--- src/rtl/seq_mult_acc_pkg.sv ---
// Shared types and constants for the sequential multiply-accumulate unit.
package seq_mult_acc_pkg;

    // Mantissa width of an FP32 operand including the hidden bit.
    localparam int FP32_MANT_W = 24;

    typedef enum logic [1:0] {
        IDLE = 2'b00,
        RUN  = 2'b01,
        DONE = 2'b10
    } state_e;

    // Ceiling log2, usable in constant expressions.
    function automatic int clog2(input int value);
        int result;
        result = 0;
        for (int i = 0; i < 32; i++) begin
            if ((64'd1 << i) < 64'(value)) begin
                result = i + 1;
            end
        end
        return result;
    endfunction

    // Width of the bit counter; never narrower than one bit.
    function automatic int cnt_w(input int width);
        return (clog2(width) < 1) ? 1 : clog2(width);
    endfunction

endpackage

--- src/rtl/seq_mult_acc_if.sv ---
// Operand/result handshake bundle for seq_mult_acc.
interface seq_mult_acc_if
    import seq_mult_acc_pkg::*;
#(
    parameter int WIDTH = FP32_MANT_W
);
    logic                 in_valid;
    logic                 in_ready;
    logic [WIDTH-1:0]     a;
    logic [WIDTH-1:0]     b;
    logic                 acc_en;
    logic [2*WIDTH-1:0]   addend;
    logic                 out_valid;
    logic                 out_ready;
    logic [2*WIDTH-1:0]   product;
    logic                 ovf;
    logic                 busy;

    // Producer/consumer side driving operands and taking results.
    modport master (
        output in_valid, a, b, acc_en, addend, out_ready,
        input  in_ready, out_valid, product, ovf, busy
    );

    // The multiplier itself.
    modport slave (
        input  in_valid, a, b, acc_en, addend, out_ready,
        output in_ready, out_valid, product, ovf, busy
    );
endinterface

--- src/rtl/seq_mult_acc_shift_add_step.sv ---
// One shift-and-add iteration: acc + (b_bit ? a << count : 0), built as a
// ripple chain of a&b + c_in + s_in full-adder cells.
module shift_add_step
    import seq_mult_acc_pkg::*;
#(
    parameter int WIDTH = FP32_MANT_W,
    parameter int CNT_W = cnt_w(WIDTH)
) (
    input  logic [2*WIDTH:0]  acc_i,
    input  logic [WIDTH-1:0]  a_i,
    input  logic [CNT_W-1:0]  count_i,
    input  logic              b_bit_i,
    output logic [2*WIDTH:0]  acc_o
);
    localparam int ACC_W = 2 * WIDTH + 1;

    logic [ACC_W-1:0] a_shift;

    assign a_shift = {{(WIDTH + 1){1'b0}}, a_i} << count_i;

    // Ripple the partial-product bit through one full-adder cell per bit.
    always_comb begin : ripple
        logic carry;
        logic pp;
        // NOTE: every variable gets a value before any branch or loop so no latch is inferred.
        carry = 1'b0;
        pp    = 1'b0;
        acc_o = '0;
        for (int i = 0; i < ACC_W; i++) begin
            pp       = a_shift[i] & b_bit_i;
            acc_o[i] = pp ^ acc_i[i] ^ carry;
            carry    = (pp & acc_i[i]) | (pp & carry) | (acc_i[i] & carry);
        end
    end

endmodule

--- src/rtl/seq_mult_acc.sv ---
// Sequential unsigned multiply-accumulate: one multiplier bit per clock,
// valid/ready on both sides, carry-out reported as ovf.
module seq_mult_acc
    import seq_mult_acc_pkg::*;
#(
    parameter int WIDTH      = FP32_MANT_W,
    parameter int EARLY_TERM = 0
) (
    input logic           clk,
    input logic           rst_n,
    seq_mult_acc_if.slave bus
);
    localparam int ACC_W = 2 * WIDTH + 1;
    localparam int CNT_W = cnt_w(WIDTH);

    state_e              state_q;
    logic [WIDTH-1:0]    a_q;
    logic [WIDTH-1:0]    b_q;
    logic [CNT_W-1:0]    count_q;
    logic [ACC_W-1:0]    acc_q;
    logic [ACC_W-1:0]    acc_d;
    logic                in_ready_q;
    logic                out_valid_q;
    logic                busy_q;
    logic [2*WIDTH-1:0]  product_q;
    logic                ovf_q;
    logic                last_step_d;

    shift_add_step #(
        .WIDTH (WIDTH),
        .CNT_W (CNT_W)
    ) u_step (
        .acc_i   (acc_q),
        .a_i     (a_q),
        .count_i (count_q),
        .b_bit_i (b_q[0]),
        .acc_o   (acc_d)
    );

    // Final iteration: all multiplier bits consumed, or (optionally) none left set.
    assign last_step_d = (count_q == CNT_W'(WIDTH - 1)) ||
                         ((EARLY_TERM != 0) && ((b_q >> 1) == '0));

    // Control FSM and datapath registers; all outputs come straight from flops.
    always_ff @(posedge clk or negedge rst_n) begin
        if (!rst_n) begin
            state_q     <= IDLE;
            a_q         <= '0;
            b_q         <= '0;
            count_q     <= '0;
            acc_q       <= '0;
            in_ready_q  <= 1'b1;
            out_valid_q <= 1'b0;
            busy_q      <= 1'b0;
            product_q   <= '0;
            ovf_q       <= 1'b0;
        end else begin
            // NOTE: non-blocking assignments so every register sees pre-edge values.
            case (state_q)
                IDLE: begin
                    if (bus.in_valid) begin
                        a_q        <= bus.a;
                        b_q        <= bus.b;
                        acc_q      <= bus.acc_en ? {1'b0, bus.addend} : '0;
                        count_q    <= '0;
                        state_q    <= RUN;
                        in_ready_q <= 1'b0;
                        busy_q     <= 1'b1;
                    end
                end
                RUN: begin
                    acc_q   <= acc_d;
                    b_q     <= b_q >> 1;
                    count_q <= count_q + CNT_W'(1);
                    if (last_step_d) begin
                        state_q     <= DONE;
                        out_valid_q <= 1'b1;
                        product_q   <= acc_d[2*WIDTH-1:0];
                        ovf_q       <= acc_d[2*WIDTH];
                    end
                end
                DONE: begin
                    if (out_valid_q && bus.out_ready) begin
                        state_q     <= IDLE;
                        out_valid_q <= 1'b0;
                        in_ready_q  <= 1'b1;
                        busy_q      <= 1'b0;
                    end
                end
                default: begin
                    state_q <= IDLE;
                end
            endcase
        end
    end

    assign bus.in_ready  = in_ready_q;
    assign bus.out_valid = out_valid_q;
    assign bus.product   = product_q;
    assign bus.ovf       = ovf_q;
    assign bus.busy      = busy_q;

endmodule

--- src/flat_wrapper.sv ---
// flat-port wrapper written by rule: the top's interface ports become plain ports
module seq_mult_acc_flat import seq_mult_acc_pkg::*;
#(
    parameter int WIDTH      = FP32_MANT_W,
    parameter int EARLY_TERM = 0
)
  (clk, rst_n, bus_in_valid, bus_a, bus_b, bus_acc_en, bus_addend, bus_out_ready, bus_in_ready, bus_out_valid, bus_product, bus_ovf, bus_busy);
  seq_mult_acc_if #(.WIDTH(WIDTH)) bus_i ();
  input logic clk;
  input logic rst_n;
  input wire logic [$bits(bus_i.in_valid)-1:0] bus_in_valid;
  input wire logic [$bits(bus_i.a)-1:0] bus_a;
  input wire logic [$bits(bus_i.b)-1:0] bus_b;
  input wire logic [$bits(bus_i.acc_en)-1:0] bus_acc_en;
  input wire logic [$bits(bus_i.addend)-1:0] bus_addend;
  input wire logic [$bits(bus_i.out_ready)-1:0] bus_out_ready;
  output wire logic [$bits(bus_i.in_ready)-1:0] bus_in_ready;
  output wire logic [$bits(bus_i.out_valid)-1:0] bus_out_valid;
  output wire logic [$bits(bus_i.product)-1:0] bus_product;
  output wire logic [$bits(bus_i.ovf)-1:0] bus_ovf;
  output wire logic [$bits(bus_i.busy)-1:0] bus_busy;
  assign bus_i.in_valid = bus_in_valid;
  assign bus_i.a = bus_a;
  assign bus_i.b = bus_b;
  assign bus_i.acc_en = bus_acc_en;
  assign bus_i.addend = bus_addend;
  assign bus_i.out_ready = bus_out_ready;
  assign bus_in_ready = bus_i.in_ready;
  assign bus_out_valid = bus_i.out_valid;
  assign bus_product = bus_i.product;
  assign bus_ovf = bus_i.ovf;
  assign bus_busy = bus_i.busy;
  seq_mult_acc #(.WIDTH(WIDTH), .EARLY_TERM(EARLY_TERM)) u_core (.clk(clk), .rst_n(rst_n), .bus(bus_i));
endmodule
--- config.mk ---
export PLATFORM = sky130hd
export DESIGN_NAME = seq_mult_acc_flat
export DESIGN_NICKNAME = d
export VERILOG_FILES = /design/src/rtl/seq_mult_acc_pkg.sv /design/src/rtl/seq_mult_acc_if.sv /design/src/rtl/seq_mult_acc_shift_add_step.sv /design/src/rtl/seq_mult_acc.sv /design/src/flat_wrapper.sv
export SDC_FILE = /design/constraint.sdc
export NUM_CORES = 1
export LEC_CHECK = 0
export CAP_MARGIN = 25
export CORE_UTILIZATION = 30
export DETAILED_ROUTE_END_ITERATION = 12
export PLACE_DENSITY = 0.47
export SETUP_SLACK_MARGIN = 0.5
export SYNTH_ARGS = -nofsm -noshare
export SYNTH_HDL_FRONTEND = slang
export SYNTH_SLANG_ARGS = --single-unit
--- constraint.sdc ---
create_clock -name clk -period 44.5 [get_ports clk]
set_input_delay 4.45 -clock clk [delete_from_list [all_inputs] [get_ports clk]]
set_output_delay 4.45 -clock clk [all_outputs]
set_load 0.1 [all_outputs]
==> results of run 1 <==
kinds of logic (layout without fill, tap and decap cells):
kind of cell	after synthesis	in the layout	synth area share (%)
flops	156	156	43.3
compound gates	164	164	12.6
buf+inv	63	200	3.27
simple gates	341	341	15.5
fa+ha+maj	49	49	10.7
mux	107	107	14.6
layout by cell type, fill, tap and decap left out, types with 5 or more instances in the layout:
cell type | synthesis | routed
fa_1 | 47 | 47
a21oi_1 | 18 | 18
nor2_1 | 85 | 82
nand2_1 | 205 | 205
nand3_1 | 7 | 7
nor2b_1 | 12 | 12
mux2i_1 | 33 | 33
dfrtp_1 | 155 | 154
o21ai_0 | 13 | 13
mux4_2 | 12 | 12
nor3_1 | 5 | 5
buf_4 | 5 | 9
a211oi_1 | 10 | 10
mux2_2 | 25 | 25
mux2_1 | 34 | 34
clkbuf_16 | 0 | 17
clkinv_8 | 0 | 5
o22ai_1 | 28 | 28
o21ai_1 | 8 | 8
clkdlybuf4s50_1 | 0 | 151
a22oi_1 | 54 | 54
nand2b_1 | 9 | 9
final cells by class:
| class | instances | area share [%] |
|---|---|---|
| Timing Repair Buffer | 163 | 14.2 |
| Clock inverter | 15 | 1.73 |
| Clock buffer | 17 | 3.69 |
| Inverter | 5 | 0.163 |
| Sequential cell | 156 | 33.9 |
| Multi-Input combinational cell | 661 | 42.1 |
| Tap cell | 390 | 4.24 |
worst min-delay path, cell delays in order, from the launching register on:
cell and delay (ps):
dfrtp_1 350, nand2_1 50, nand2_1 50
how the worst max path moves through the flow:
stage	to	from	depth (start not counted)	slack, ps
after detailed placement	u_core.acc_q[48]$_DFFE_PN0P_	u_core.count_q[4]$_DFFE_PN0P_	54	21900
final	u_core.acc_q[48]$_DFFE_PN0P_	u_core.count_q[4]$_DFFE_PN0P_	54	21850
after global routing	u_core.acc_q[48]$_DFFE_PN0P_	u_core.count_q[4]$_DFFE_PN0P_	54	20890
after floorplan	u_core.acc_q[48]$_DFFE_PN0P_	u_core.b_q[0]$_DFFE_PN0P_	56	22950
after global placement	u_core.acc_q[48]$_DFFE_PN0P_	u_core.count_q[4]$_DFFE_PN0P_	54	22080
after CTS	u_core.acc_q[48]$_DFFE_PN0P_	u_core.count_q[4]$_DFFE_PN0P_	54	21720
layer usage:
layer | up-vias | track usage [%] | share of wire, %
met5 | - | 0 | 0
met4 | 0 | 5.47 | 1.8
met3 | 29 | 2.77 | 3.9
met2 | 197 | 26.2 | 44
met1 | 3485 | 26.2 | 50
li1 | 3331 | - | -
per-stage QoR:
stage | setup WS (ps) | area, um^2
2_1_floorplan | 22950 | 9020
3_3_place_gp | 22080 | 10800
3_5_place_dp | 21900 | 10800
4_1_cts | 21720 | 11500
5_1_grt | 20890 | 11500
6_report | 21850 | 11500
flip-flops by register name (all words and copies together) (netlist names):
| name | flops |
|---|---|
| u_core.bus.in_ready | 1 |
| u_core.acc_q | 49 |
| u_core.b_q | 24 |
| u_core.bus.out_valid | 1 |
| u_core.bus.ovf | 1 |
| u_core.bus.product | 48 |
| u_core.count_q | 5 |
| u_core.a_q | 24 |
| u_core.bus.busy | 1 |
| u_core.state_q | 2 |
==> flow_summary.ini, run 1 <==
[synthesis]
synthMostInstantiatedCell = nand2_1
yosysTopAreaCellShare_pct = 43.0
postSynthCellCount = 880
yosys_warnings = 0
ys_ff_latch = 156
async_flop_share_pct = 100
yosysSeqAreaShare_pct = 43.3
syn_avg_cell_area_um2 = 10.3
synth.distinct_cells = 55
synthTopCellsByCount = nand2_1 (205), dfrtp_1 (155), nor2_1 (85)
syn_nets = 1030
syn_area_um2 = 9020
ys.flop_type = dfrtp_1
synth-edff-count = 0
synth_area_leaders = dfrtp_1 (43%), fa_1 (10%), nand2_1 (8.5%), a22oi_1 (4.5%), mux2_1 (4.2%)
synth_top_area_cell = dfrtp_1

[critical_path]
reg2reg_from = u_core.count_q[4]$_DFFE_PN0P_
reg2reg_slack_ps = 21850
reg2reg_depth = 54
crit_slowest_cell = dfrtp_1
r2r-end = u_core.acc_q[48]$_DFFE_PN0P_
crit_buf_inv = 1
required_ps = 44830
critPathCaptureType = register
worst-endpoint-arrival_ps = 22980
worst-path-max-fanout = 20
worstSetupStartpointType = register
path_common_cell = fa_1
crit_type = register to register
max_stage_delay_ps = 750
crit_family = adder cells

[clocking]
cts_hold_buf = 0
cts_root_buf = clkbuf_16
cts_setup_buffers = 0
clk-insertion-delay-late_ps = 450
clkSinkCount = 156
clkTransAtPathRegs_ps = 70
htree_levels = 4
clockBufferDepth = 2
cts_buffers = 17
cts_tree = built
cts_resized = 0

[timing]
setup_viol = 0
hold_violations = 0
worstMarginPinSlew_ps = 1000
drv_slew = 0
period_needed_ps = 22650
setup_tns_ps = 0
slew_headroom_pct = 33.1
fin_crit_sh_pct = 50.9
max_freq_mhz = 44.1
skew_ps = 15.2
rsz0062_at_grt = false
hold_ws_ps = 482

[layout]
fin_cells = 1407
drive_gt1_share_pct = 9.73
utilization_pct = 38.8
diodes = 0
syn_to_final_growth_pct = 27.6
multiInputGateArea_um2 = 4840
nFillCells = 3027
fin_nets = 1154
regArea_um2 = 3910

[floorplan]
core-area_um2 = 29600
die_x_um = 175
rows = 63
dieArea_um2 = 30800
dieHeight_um = 175
start_util_pct = 30.5
ioPinCount = 153

[outcome]
status = finished, final reports clean

[drt]
ant_nets = 0
dr.pass1.iters = 5
drt-vias-per-instance = 5.00
drc = 0
wl_per_cell_um = 18.8
num_vias = 7042
drtIter0Drc = 540
finalWirelength_um = 26500

[worst_hold_path]
min_delay_path_depth = 2
min_from = u_core.b_q[21]$_DFFE_PN0P_
min_path_type = register to register
min_to = u_core.b_q[21]$_DFFE_PN0P_

[global_routing]
first_global_vias = 7240
grt_max_degree = 98
grt_pass1_wl_um = 41900
overflow = 0
antenna_found_initial = 0
grt_usage_pct = 17.7

[placed_design]
port_buffers = 152
hpwl_um = 18800
placed_cells = 1373
gp_congestion = 0.912

[job]
maxCapViolations = 0
Power of run 1 is not shown: default switching activity piles up to over one toggle a cycle in this logic, so the estimate is an artifact.
==> run 2: changes to the inputs <==
- PLACE_DENSITY: 0.47 -> 0.49
- clock period: 44.5 -> 18.35 ns (I/O delays scaled with it)
==> flow_summary.ini, run 2 (synthesized netlist as in run 1, its figures left out) <==
[placed_design]
port_buffers = 152
gp_congestion = 0.854
post-place-ws_ps = 281
hpwl_um = 18400

[drt]
finalWirelength_um = 26100
drc = 0
ant_nets = 0
dr.pass1.iters = 6
drtIter0Drc = 552
num_vias = 7129
wl_per_cell_um = 18.4
drt-vias-per-instance = 5.02

[global_routing]
grt_usage_pct = 17.4
grt_pass1_wl_um = 41300
first_global_vias = 7121
grt_max_degree = 82
overflow = 0
antenna_found_initial = 0

[critical_path]
worst-endpoint-arrival_ps = 18230
worstSetupStartpointType = register
worst-path-max-fanout = 5
r2r-end = u_core.acc_q[48]$_DFFE_PN0P_
required_ps = 18680
reg2reg_from = u_core.count_q[0]$_DFFE_PN0P_
crit_type = register to register
crit_slowest_cell = dfrtp_2
reg2reg_slack_ps = 460
reg2reg_depth = 51
critPathCaptureType = register
path_common_cell = fa_2
max_stage_delay_ps = 450

[clocking]
cts_hold_buf = 0
clk-insertion-delay-late_ps = 430
clkTransAtPathRegs_ps = 70
htree_levels = 4
cts_root_buf = clkbuf_16
clkSinkCount = 156
clockBufferDepth = 2
cts_buffers = 17
cts_tree = built

[floorplan]
start_util_pct = 30.5
dieArea_um2 = 30800
rows = 63
ioPinCount = 153
dieHeight_um = 175
die_x_um = 175
core-area_um2 = 29600

[layout]
final_cell_mix = nand2_1 (204), dfrtp_1 (153), clkdlybuf4s50_1 (151), nor2_1 (82), a22oi_1 (54)
fin_nets = 1168
final_common_cell = nand2_1
syn_to_final_growth_pct = 30.5
diodes = 0
largest_reg_flops = 49
drive_gt1_share_pct = 16.4
regMostFlops = u_core.acc_q

[worst_hold_path]
min_path_type = register to register
min_to = u_core.b_q[20]$_DFFE_PN0P_
min_from = u_core.b_q[20]$_DFFE_PN0P_
min_delay_path_depth = 2

[timing]
skew_ps = 11.7
rsz0062_at_grt = true
max_freq_mhz = 55.9
setup_viol = 0
drv_slew = 0
slew_headroom_pct = 33.1
hold_violations = 0
period_needed_ps = 17890
setup_ws_ps = 458
worstMarginPinSlew_ps = 1000
fin_crit_sh_pct = 97.5

[outcome]
status = finished, final reports clean

[job]
maxCapViolations = 0
-- run 2: per-stage QoR --
stage	hold slack, ps	cells	util [%]	instance area, um^2	setup TNS [ps]
CTS	481	1419	39.6	11700	0
floorplan	446	880	-	9180	0
detailed placement	463	1381	37.3	11000	0
finish	481	1421	39.7	11800	0
global route	508	1421	39.7	11800	-13.4
global placement	460	1381	37.3	11000	0
-- run 2: critical path, delay by kind of cell (launching register included) --
family | cells | cell delay, ps
DFF | 1 | 450
AOI/OAI and AO/OA | 2 | 380
muxes | 1 | 290
and+or+nand+nor | 1 | 80
adders and majority gates | 47 | 16600
-- run 2: layer usage --
metal	track usage (%)	wire length, um
met1	25.9	12900
met2	25.8	11800
met3	2.68	1130
met4	5.22	360
met5	0	0
-- run 2: how the worst max path moves through the flow --
stage / startpoint / end / slack (ps) / cells after the start
2_1_floorplan: u_core.count_q[0]$_DFFE_PN0P_ / u_core.bus.product[47]$_DFFE_PN0P_ / 520 / 54
3_3_place_gp: u_core.count_q[0]$_DFFE_PN0P_ / u_core.acc_q[48]$_DFFE_PN0P_ / 400 / 52
3_5_place_dp: u_core.b_q[0]$_DFFE_PN0P_ / u_core.acc_q[48]$_DFFE_PN0P_ / 280 / 53
4_1_cts: u_core.a_q[0]$_DFFE_PN0P_ / u_core.acc_q[48]$_DFFE_PN0P_ / 440 / 53
5_1_grt: u_core.a_q[0]$_DFFE_PN0P_ / u_core.acc_q[48]$_DFFE_PN0P_ / -10 / 53
6_report: u_core.count_q[0]$_DFFE_PN0P_ / u_core.acc_q[48]$_DFFE_PN0P_ / 460 / 51
-- run 2: final cells by class --
class                           count  area (um^2)
Clock buffer                       18          429
Clock inverter                     14          185
Fill cell                        2973        17900
Inverter                            5         18.8
Multi-Input combinational cell    661         5010
Sequential cell                   156         3910
Tap cell                          390          488
Timing Repair Buffer              177         1740
-- run 2: what timing repair did --
item | CTS | global route
resized for setup | 7 | 3
pin swaps | 3 | 1
setup endpoints to repair | 4 | 6
buffers inserted | 6 | 1
Power of run 2 is left out for the same reason.
